$ cat config.mk
export PLATFORM = sky130hd
export DESIGN_NAME = accumulator_control
export DESIGN_NICKNAME = d
export VERILOG_FILES = /design/src/rtl/accumulator_pkg.sv /design/src/rtl/accumulator_ctrl_decode.sv /design/src/rtl/accumulator_control.sv
export SDC_FILE = /design/constraint.sdc
export NUM_CORES = 1
export LEC_CHECK = 0
export BUFFER_PORTS_ARGS = -buffer_cell sky130_fd_sc_hd__buf_4
export CAP_MARGIN = 15
export CORE_MARGIN = 1
export CORE_UTILIZATION = 45
export DETAILED_ROUTE_END_ITERATION = 10
export GPL_ROUTABILITY_DRIVEN = 0
export PLACE_DENSITY = 0.82
export SYNTH_ARGS = -nofsm -noshare
export SYNTH_HDL_FRONTEND = slang
export SYNTH_HIERARCHICAL = 1
export SYNTH_SLANG_ARGS = --single-unit
$ cat constraint.sdc
create_clock -name CLK -period 1.6 [get_ports CLK]
set_clock_uncertainty 0.15 [all_clocks]
set_input_delay 0.32 -clock CLK [delete_from_list [all_inputs] [get_ports CLK]]
set_output_delay 0.32 -clock CLK [all_outputs]
set_load 0.02 [all_outputs]
$ cat src/rtl/accumulator_pkg.sv
// Shared encodings for the 16-bit accumulator CPU. The control FSM and the
// PC, memory, wires and ALU subsystems all import this package, so the
// select codes only need to be defined once.
package accumulator_pkg;

  localparam int OP_W    = 4;
  localparam int SRCB_W  = 3;
  localparam int ALUOP_W = 3;

  // Opcodes (IR[15:12]); 0xC-0xE are undefined
  localparam logic [OP_W-1:0] OP_LDA  = 4'h0;
  localparam logic [OP_W-1:0] OP_STA  = 4'h1;
  localparam logic [OP_W-1:0] OP_ADD  = 4'h2;
  localparam logic [OP_W-1:0] OP_SUB  = 4'h3;
  localparam logic [OP_W-1:0] OP_AND  = 4'h4;
  localparam logic [OP_W-1:0] OP_OR   = 4'h5;
  localparam logic [OP_W-1:0] OP_ADDI = 4'h6;
  localparam logic [OP_W-1:0] OP_BEQ  = 4'h7;
  localparam logic [OP_W-1:0] OP_BNE  = 4'h8;
  localparam logic [OP_W-1:0] OP_J    = 4'h9;
  localparam logic [OP_W-1:0] OP_PUSH = 4'hA;
  localparam logic [OP_W-1:0] OP_POP  = 4'hB;
  localparam logic [OP_W-1:0] OP_HALT = 4'hF;

  // The read and write-back phases carry the operation in the state itself,
  // so the opcode only has to be looked at once, in DECODE.
  typedef enum logic [4:0] {
    S_FETCH, S_DECODE,
    S_RD_LDA, S_RD_ADD, S_RD_SUB, S_RD_AND, S_RD_OR,
    S_WB_LDA, S_WB_ADD, S_WB_SUB, S_WB_AND, S_WB_OR, S_WB_ADDI,
    S_MEM_WR, S_BR_EQ, S_BR_NE, S_JUMP,
    S_SP_DEC, S_PUSH_WR, S_POP_RD, S_POP_WB, S_POP_INC,
    S_HALT
  } state_e;

  localparam logic [1:0] SRCA_PC  = 2'd0;
  localparam logic [1:0] SRCA_ACC = 2'd1;
  localparam logic [1:0] SRCA_SP  = 2'd2;

  localparam logic [SRCB_W-1:0] SRCB_CONST2 = 3'd0;
  localparam logic [SRCB_W-1:0] SRCB_MDR    = 3'd1;
  localparam logic [SRCB_W-1:0] SRCB_SE     = 3'd2;
  localparam logic [SRCB_W-1:0] SRCB_ZE     = 3'd3;
  localparam logic [SRCB_W-1:0] SRCB_SL1    = 3'd4;
  localparam logic [SRCB_W-1:0] SRCB_CONST0 = 3'd5;

  localparam logic [ALUOP_W-1:0] ALU_ADD   = 3'd0;
  localparam logic [ALUOP_W-1:0] ALU_SUB   = 3'd1;
  localparam logic [ALUOP_W-1:0] ALU_AND   = 3'd2;
  localparam logic [ALUOP_W-1:0] ALU_OR    = 3'd3;
  localparam logic [ALUOP_W-1:0] ALU_PASSB = 3'd4;

  localparam logic [1:0] PCSRC_ALU    = 2'd0;
  localparam logic [1:0] PCSRC_ZE     = 2'd1;
  localparam logic [1:0] PCSRC_ALUOUT = 2'd2;

  localparam logic [1:0] ADDR_PC = 2'd0;
  localparam logic [1:0] ADDR_ZE = 2'd1;
  localparam logic [1:0] ADDR_SP = 2'd2;

endpackage

$ cat src/rtl/accumulator_ctrl_decode.sv
// Combinational opcode decode for the control FSM.
//   opcode_i     : IR[15:12]
//   state_i      : current FSM state (selects the write-back ALU operation)
//   next_state_o : successor of DECODE for this opcode
//   illegal_o    : opcode is undefined
//   wb_alu_op_o  : ALUOp for the write-back state carrying the operation
module accumulator_ctrl_decode
  import accumulator_pkg::*;
(
  input  logic [OP_W-1:0]    opcode_i,
  input  state_e             state_i,
  output state_e             next_state_o,
  output logic               illegal_o,
  output logic [ALUOP_W-1:0] wb_alu_op_o
);

  always_comb begin
    next_state_o = S_HALT;
    illegal_o    = 1'b0;
    case (opcode_i)
      OP_LDA:  next_state_o = S_RD_LDA;
      OP_STA:  next_state_o = S_MEM_WR;
      OP_ADD:  next_state_o = S_RD_ADD;
      OP_SUB:  next_state_o = S_RD_SUB;
      OP_AND:  next_state_o = S_RD_AND;
      OP_OR:   next_state_o = S_RD_OR;
      OP_ADDI: next_state_o = S_WB_ADDI;
      OP_BEQ:  next_state_o = S_BR_EQ;
      OP_BNE:  next_state_o = S_BR_NE;
      OP_J:    next_state_o = S_JUMP;
      OP_PUSH: next_state_o = S_SP_DEC;
      OP_POP:  next_state_o = S_POP_RD;
      OP_HALT: next_state_o = S_HALT;
      default: illegal_o    = 1'b1;
    endcase
  end

  always_comb begin
    wb_alu_op_o = ALU_ADD;
    case (state_i)
      S_WB_LDA: wb_alu_op_o = ALU_PASSB;
      S_WB_SUB: wb_alu_op_o = ALU_SUB;
      S_WB_AND: wb_alu_op_o = ALU_AND;
      S_WB_OR:  wb_alu_op_o = ALU_OR;
      default:  wb_alu_op_o = ALU_ADD;
    endcase
  end

endmodule

$ cat src/rtl/accumulator_control.sv
// Multicycle Moore control FSM for the 16-bit accumulator CPU. Produces all
// datapath write enables and mux selects from the current state.
//   CLK, reset : clock, synchronous active-high reset
//   opcode     : IR[15:12], looked at only in DECODE
//   outputs    : PC, ACC/SP, ALU, memory and IR controls; halted, illegal
//
// state      | meaning
// FETCH      | read instruction, IR <= mem[PC], PC += 2
// DECODE     | aluOut <= PC + SL1 (branch target), dispatch on opcode
// RD_*       | read operand at ZE address for lda/add/sub/and/or
// WB_*       | ACC <= ACC op operand (MDR, or SE for addi)
// MEM_WR     | mem[ZE] <= ACC
// BR_EQ/NE   | ACC - 0 sets Zero, conditional PC <= aluOut
// JUMP       | PC <= ZE
// SP_DEC     | SP -= 2
// PUSH_WR    | mem[SP] <= ACC
// POP_RD     | read mem[SP]
// POP_WB     | ACC <= MDR
// POP_INC    | SP += 2
// HALT       | idle until reset
module accumulator_control
  import accumulator_pkg::*;
(
  input  logic               CLK,
  input  logic               reset,
  input  logic [OP_W-1:0]    opcode,
  output logic               PCWrite,
  output logic               Branch,
  output logic               bneOrbeq,
  output logic [1:0]         PCSrc,
  output logic               AccWrite,
  output logic               SpWrite,
  output logic [1:0]         ALUSrcA,
  output logic [SRCB_W-1:0]  ALUSrcB,
  output logic [ALUOP_W-1:0] ALUOp,
  output logic               MemRead,
  output logic               MemWrite,
  output logic               IRWrite,
  output logic [1:0]         AddrSrc,
  output logic               halted,
  output logic               illegal
);

  state_e               state_q, state_d;
  logic                 illegal_q, illegal_d;
  state_e               dec_next;
  logic                 dec_illegal;
  logic [ALUOP_W-1:0]   wb_alu_op;
  logic pc_write, branch, acc_write, sp_write, mem_read, mem_write, ir_write;

  accumulator_ctrl_decode u_decode (
    .opcode_i     (opcode),
    .state_i      (state_q),
    .next_state_o (dec_next),
    .illegal_o    (dec_illegal),
    .wb_alu_op_o  (wb_alu_op)
  );

  always_comb begin
    state_d   = S_FETCH;
    illegal_d = illegal_q;
    case (state_q)
      S_FETCH:   state_d = S_DECODE;
      S_DECODE: begin
        state_d   = dec_next;
        illegal_d = illegal_q | dec_illegal;
      end
      S_RD_LDA:  state_d = S_WB_LDA;
      S_RD_ADD:  state_d = S_WB_ADD;
      S_RD_SUB:  state_d = S_WB_SUB;
      S_RD_AND:  state_d = S_WB_AND;
      S_RD_OR:   state_d = S_WB_OR;
      S_SP_DEC:  state_d = S_PUSH_WR;
      S_POP_RD:  state_d = S_POP_WB;
      S_POP_WB:  state_d = S_POP_INC;
      S_HALT:    state_d = S_HALT;
      default:   state_d = S_FETCH;
    endcase
  end

  always_ff @(posedge CLK) begin
    if (reset) begin
      state_q   <= S_FETCH;
      illegal_q <= 1'b0;
    end else begin
      state_q   <= state_d;
      illegal_q <= illegal_d;
    end
  end

  // Moore outputs; anything not listed for a state stays 0, which also
  // covers unused encodings.
  always_comb begin
    pc_write  = 1'b0;
    branch    = 1'b0;
    acc_write = 1'b0;
    sp_write  = 1'b0;
    mem_read  = 1'b0;
    mem_write = 1'b0;
    ir_write  = 1'b0;
    bneOrbeq  = 1'b0;
    PCSrc     = PCSRC_ALU;
    ALUSrcA   = SRCA_PC;
    ALUSrcB   = SRCB_CONST2;
    ALUOp     = ALU_ADD;
    AddrSrc   = ADDR_PC;
    halted    = 1'b0;
    case (state_q)
      S_FETCH: begin
        mem_read = 1'b1;
        ir_write = 1'b1;
        pc_write = 1'b1;
      end
      S_DECODE: ALUSrcB = SRCB_SL1;
      S_RD_LDA, S_RD_ADD, S_RD_SUB, S_RD_AND, S_RD_OR: begin
        mem_read = 1'b1;
        AddrSrc  = ADDR_ZE;
      end
      S_WB_LDA, S_WB_ADD, S_WB_SUB, S_WB_AND, S_WB_OR, S_WB_ADDI: begin
        acc_write = 1'b1;
        ALUSrcA   = SRCA_ACC;
        ALUSrcB   = (state_q == S_WB_ADDI) ? SRCB_SE : SRCB_MDR;
        ALUOp     = wb_alu_op;
      end
      S_MEM_WR: begin
        mem_write = 1'b1;
        AddrSrc   = ADDR_ZE;
      end
      S_BR_EQ, S_BR_NE: begin
        ALUSrcA  = SRCA_ACC;
        ALUSrcB  = SRCB_CONST0;
        ALUOp    = ALU_SUB;
        branch   = 1'b1;
        bneOrbeq = (state_q == S_BR_NE);
        PCSrc    = PCSRC_ALUOUT;
      end
      S_JUMP: begin
        pc_write = 1'b1;
        PCSrc    = PCSRC_ZE;
      end
      S_SP_DEC: begin
        ALUSrcA  = SRCA_SP;
        ALUOp    = ALU_SUB;
        sp_write = 1'b1;
      end
      S_PUSH_WR: begin
        mem_write = 1'b1;
        AddrSrc   = ADDR_SP;
      end
      S_POP_RD: begin
        mem_read = 1'b1;
        AddrSrc  = ADDR_SP;
      end
      S_POP_WB: begin
        acc_write = 1'b1;
        ALUSrcB   = SRCB_MDR;
        ALUOp     = ALU_PASSB;
      end
      S_POP_INC: begin
        ALUSrcA  = SRCA_SP;
        sp_write = 1'b1;
      end
      S_HALT: halted = 1'b1;
      default: ;
    endcase
  end

  // Reset gates the strobes combinationally so nothing is written while the
  // state register is being forced back to FETCH.
  assign PCWrite  = pc_write  & ~reset;
  assign Branch   = branch    & ~reset;
  assign AccWrite = acc_write & ~reset;
  assign SpWrite  = sp_write  & ~reset;
  assign MemRead  = mem_read  & ~reset;
  assign MemWrite = mem_write & ~reset;
  assign IRWrite  = ir_write  & ~reset;
  assign illegal  = illegal_q;

endmodule

---- Word-level counts from Yosys, hierarchy flattened ----
Cells that the tools add are included.
word-level totals
  output and inout bits ................... 22
  input bits .............................. 6
  bits in registers ....................... 6
cells by class
  bitwise gates (word level) .............. 9
  eq/ne operators ......................... 34
  muxes and demuxes ....................... 19
  reductions and logical operators ........ 14
operator list
  kind                  number
  $pmux W5 S12          1
  $pmux W5 S11          1
  $eq A5 B4 Y1 const B  8
  $eq A5 B5 Y1 const B  7
  $pmux W3 S4           2
  $eq A4 B4 Y1 const B  5
  $eq A5 B3 Y1 const B  4
  $eq A4 B3 Y1 const B  4
  $reduce_or A7 Y1      2
  $reduce_or A13 Y1     1
  $pmux W2 S2           3
  $reduce_or A6 Y1      2
  $eq A5 B2 Y1 const B  2
  $mux W1               10
  $reduce_or A2 Y1      5
  $pmux W3 S3           1
  $eq A4 B2 Y1 const B  2
  $reduce_or A8 Y1      1
  $and A1 B1 Y1         7
  $eq A5 B1 Y1 const B  1
  $logic_not A5 Y1      1
  $eq A4 B1 Y1 const B  1
  $logic_not A4 Y1      1
  $reduce_or A3 Y1      1
  other kinds (3)       3

---- Longest topological paths before layout ----
  depth in word-level cells ............... 4
  mapped depth ............................ 7
  gate-level depth less buffers ........... 6

---- Cells and area by module ----
Netlist, hierarchy kept.
modules (own cells, without submodules)
  module                   times used  sequential area each (µm²)  cells each  area each (µm²)
  accumulator_control      1           120.1                       98          699.4
  accumulator_ctrl_decode  1           0.0                         25          163.9

---- Least setup slack after synthesis ----
No wires, ideal clock.
  path kind ............................... register to output
  from .................................... register state_q[4]
  to ...................................... output ALUOp[0]
  path buffers ............................ 0
  required time ........................... 1.130 ns
  setup slack ............................. -0.147 ns
  stages on the path, launching flop included .. 5
  arrival time ............................ 1.277 ns
  cells stage by stage .................... dfxtp_1 -> nor4bb_1 -> a21oi_1 -> or3_1 -> o221ai_1
between the ends
  longest elaborated chain between the ends .. 3
RTL lines
  what                                          line                           source
  start: declaration                            accumulator_control.sv:44      state_e state_q, state_d;
  start signal: assignment                      accumulator_control.sv:86      state_q <= state_d;
  $eq A5 B4 Y1 or $eq A5 B3 Y1 (tied branches)  accumulator_ctrl_decode.sv:40  case (state_i)
  $pmux W3 S4 (*)                               accumulator_ctrl_decode.sv:40
  named net wb_alu_op[0]                        accumulator_control.sv:48      logic [ALUOP_W-1:0] wb_alu_op;
  $pmux W3 S3 (*)                               accumulator_control.sv:108     case (state_q)
  end: declaration                              accumulator_control.sv:35      output logic [ALUOP_W-1:0] ALUOp,
Mark *: on every way through the listed nets, which the timed path passes. The rest lies on a longest branch.

---- Worst setup path after layout ----
  from .................................... register state_q[2]
  to ...................................... output ALUOp[0]
Same word-level chain as after synthesis.

==> results.tsv <==
stage	metric	value	unit
run_status	status	finished, violations left	
run_status	violations	setup timing	
sta	fin_crit_sh	1.388	
global_routing	grt_max_degree	17	
sta	finalHoldViolCount	0	
clock_network	cts_buffers	3	
routing	vias_per_cell	7.065	
setup_path	path_class	reg -> out	
synthesis	ys_async_sr_fraction	0	
setup_path	r2r_end	state_q[2]	
placed_design	numPortBuffers	27	
setup_path	cp_slowest_cell	or3_1	
setup_path	arrival	1.75	ns
floorplanning	io_pins	28	
synthesis	yosysWarnings	6	
sta	setup_slack	-0.6205	ns
setup_path	regToRegSetupSlack	-0.08	ns
setup_path	cp-start-kind	register	
setup_path	cp_max_fo	2	
routing	postRouteAntennaNets	0	
power_and_ir_drop	leakage	0.7524	nW
clock_network	cts_buffer_depth	2	
power_and_ir_drop	power	0.002529	W
synthesis	synth_area	863.3	um^2
power_and_ir_drop	power_density	1471	nW/um^2
sta	maxSlewHeadroom	0.7820	
clock_network	clk_pin_slew_worst_paths	0.07	ns
min_path	min_to	illegal	
floorplanning	die_width	45.80	um
synthesis	synth_edf_count	0	
floorplanning	die_area	2098	um^2
routing	drt_drc_violations_left	0	
synthesis	yosysUniqueCellTypes	46	
setup_path	endpoint_kind	output pin	
final_layout	n_antenna_cell	0	
setup_path	cpPeakStageDelay	0.37	ns
synthesis	yosys-top-cells-area	dfxtp_1 (14%), a21oi_1 (5.8%), nor2_1 (5.7%)	
synthesis	synth_top_area_share	0.1391	
placed_design	place_ws	-0.2289	ns
setup_path	cp_num_cells	5	
global_routing	grt_usage	0.4016	
sta	max_freq	450.4	MHz
job	maxCapViolations	0	
placed_design	dpl_cell_area	1325	um^2
clock_network	clkLatencyLatePin	0.28	ns
power_and_ir_drop	vdd_drop_max	1260	uV
setup_path	critical_path_buf_inv_count	1	
clock_network	cts-root-buf	clkbuf_4	
setup_path	r2r_start	state_q[4]	
clock_network	cts_tree	done	
sta	min_period	2.220	ns
min_path	min_path_type	in -> reg	
global_routing	antenna_found_initial	0	
routing	drt_iter0_drc	161	
setup_path	cp_cell_sequence	nor4bb_4, a21oi_2, or3_1, o221ai_2, buf_4	
sta	drv_slew	0	
min_path	hold_path_depth	3	
synthesis	netlist_top_cells_count	nor2_1 (13), a21oi_1 (10), nand2_1 (8)	
routing	routed_wirelength	5.440	mm
routing	wl_per_cell	25.07	um
routing	drt_pass1_iterations	6	
clock_network	clkSinkCount	6	
min_path	hold_start	reset	
synthesis	ys_seq_area_frac	0.1391	
synthesis	netlist_instances	123	
synthesis	synth_largest_area_cell	dfxtp_1	
final_layout	layout.nets	200	
floorplanning	dieHeight	45.80	um
floorplanning	floorplan.initialDensity	0.4894	
placed_design	dpl.hpwl	2.058	mm
global_routing	grt_pass1_wl	5.837	mm
final_layout	stdcell_area	1719	um^2
synthesis	synthesis.nets	129	
setup_path	r2r_cells	7	
sta	setup_viol	22	
synthesis	synth_most_common_cell	nor2_1	
synthesis	synth.avg_cell_area	7.019	um^2
floorplanning	rows	15	
global_routing	grt_pass1_vias	1192	
synthesis	ys_seq_elements	6	
sta	rsz0062_at_grt	yes	
synthesis	dominantRegCellSynth	dfxtp_1	
global_routing	grt_remaining_overflow	0	
routing	vias	1533	
final_layout	area_delta_synth_final	99.13	%
final_layout	drive_gt1_frac	0.6563	
floorplanning	core	1764	um^2
setup_path	crit_family	simple AND/OR/NAND/NOR gates	
setup_path	crit_required	1.13	ns
sta	tightest_slew	0.3224	ns
clock_network	cts.htree.levels	1	
per-stage QoR:
step | std cells | utilization | TNS (ns) | hold slack [ns]
2_1_floorplan | 123 | - | -0.1410 | 0.2424
3_3_place_gp | 201 | 0.7511 | -0.8478 | 0.3013
3_5_place_dp | 201 | 0.7511 | -1.237 | 0.3089
4_1_cts | 211 | 0.8660 | -5.382 | 0.2550
5_1_grt | 217 | 0.9745 | -8.829 | 0.2703
6_report | 217 | 0.9745 | -8.338 | 0.2698
area by class of cell:
cell class / instances / area [um^2]
Inverter: 8 / 30.03
Clock buffer: 3 / 22.52
Timing Repair Buffer: 77 / 681.9
Fill cell: 26 / 45.04
Sequential cell: 6 / 131.4
Tap cell: 25 / 31.28
Multi-Input combinational cell: 98 / 822.0
power by group:
part           internal (W)  total [W]  switching [W]
sequential         0.000204   0.000278      0.0000738
clock             0.0000869   0.000176      0.0000895
combinational      0.000938    0.00207        0.00114
state kept, by name (all words and copies together) (netlist names):
name / flops
illegal: 1
state_q: 5
layout by cell type (no fill, tap or decap), types with 3 or more instances in the layout:
master,Yosys,routed
a21oi_2,1,6
o21ai_0,7,4
nand3_1,5,3
buf_4,4,56
a21oi_1,10,4
dfxtp_2,0,3
nand2_1,8,7
a211o_1,3,3
nand2b_1,7,6
inv_2,1,5
nor2_2,0,3
nor2_1,13,8
buf_6,4,17
inv_1,7,3
o21ai_1,1,3
clkbuf_4,0,3
nor3_2,0,4
what timing repair did:
action                     4_1_cts  5_1_grt
gates cloned                     1        0
gates resized for setup         37       29
hold buffers                     0        0
setup endpoints to repair       21       23
buffers inserted                 6        6
pin swaps                        5       10
cell families (layout without fill, tap and decap cells):
group | after synthesis | after routing | share of synthesized area
XOR/XNOR | 1 | 1 | 0.01015
AO/OA/AOI/OAI | 37 | 37 | 0.3000
flip-flops | 6 | 6 | 0.1391
buffers and inverters | 19 | 88 | 0.1391
AND/OR/NAND/NOR | 60 | 60 | 0.4116
worst max-delay path by stage:
stage | slack, ns | start | end
after global placement | -0.18 | state_q[2] | ALUOp[0]
after detailed placement | -0.23 | state_q[2] | ALUOp[0]
final | -0.62 | state_q[2] | ALUOp[0]
after floorplan | -0.12 | state_q[3] | ALUOp[0]
after global routing | -0.64 | state_q[2] | ALUOp[2]
after CTS | -0.46 | state_q[4] | ALUOp[0]
worst register-to-register path, stage by stage (launching register included):
cell      delay (ns)
dfxtp_4         0.36
buf_6           0.14
buf_12          0.12
buf_12          0.13
nor3b_4         0.20
buf_4           0.16
a21oi_2         0.08
a221oi_4        0.26
layer usage:
metal | GRT usage | wire length, um | vias to the layer above
li1 | - | - | 585
met1 | 0.4563 | 1788 | 691
met2 | 0.6743 | 2447 | 191
met3 | 0.1230 | 716 | 66
met4 | 0.2000 | 488 | 0
met5 | 0 | 0 | -
(Power assumes the default switching activity.)
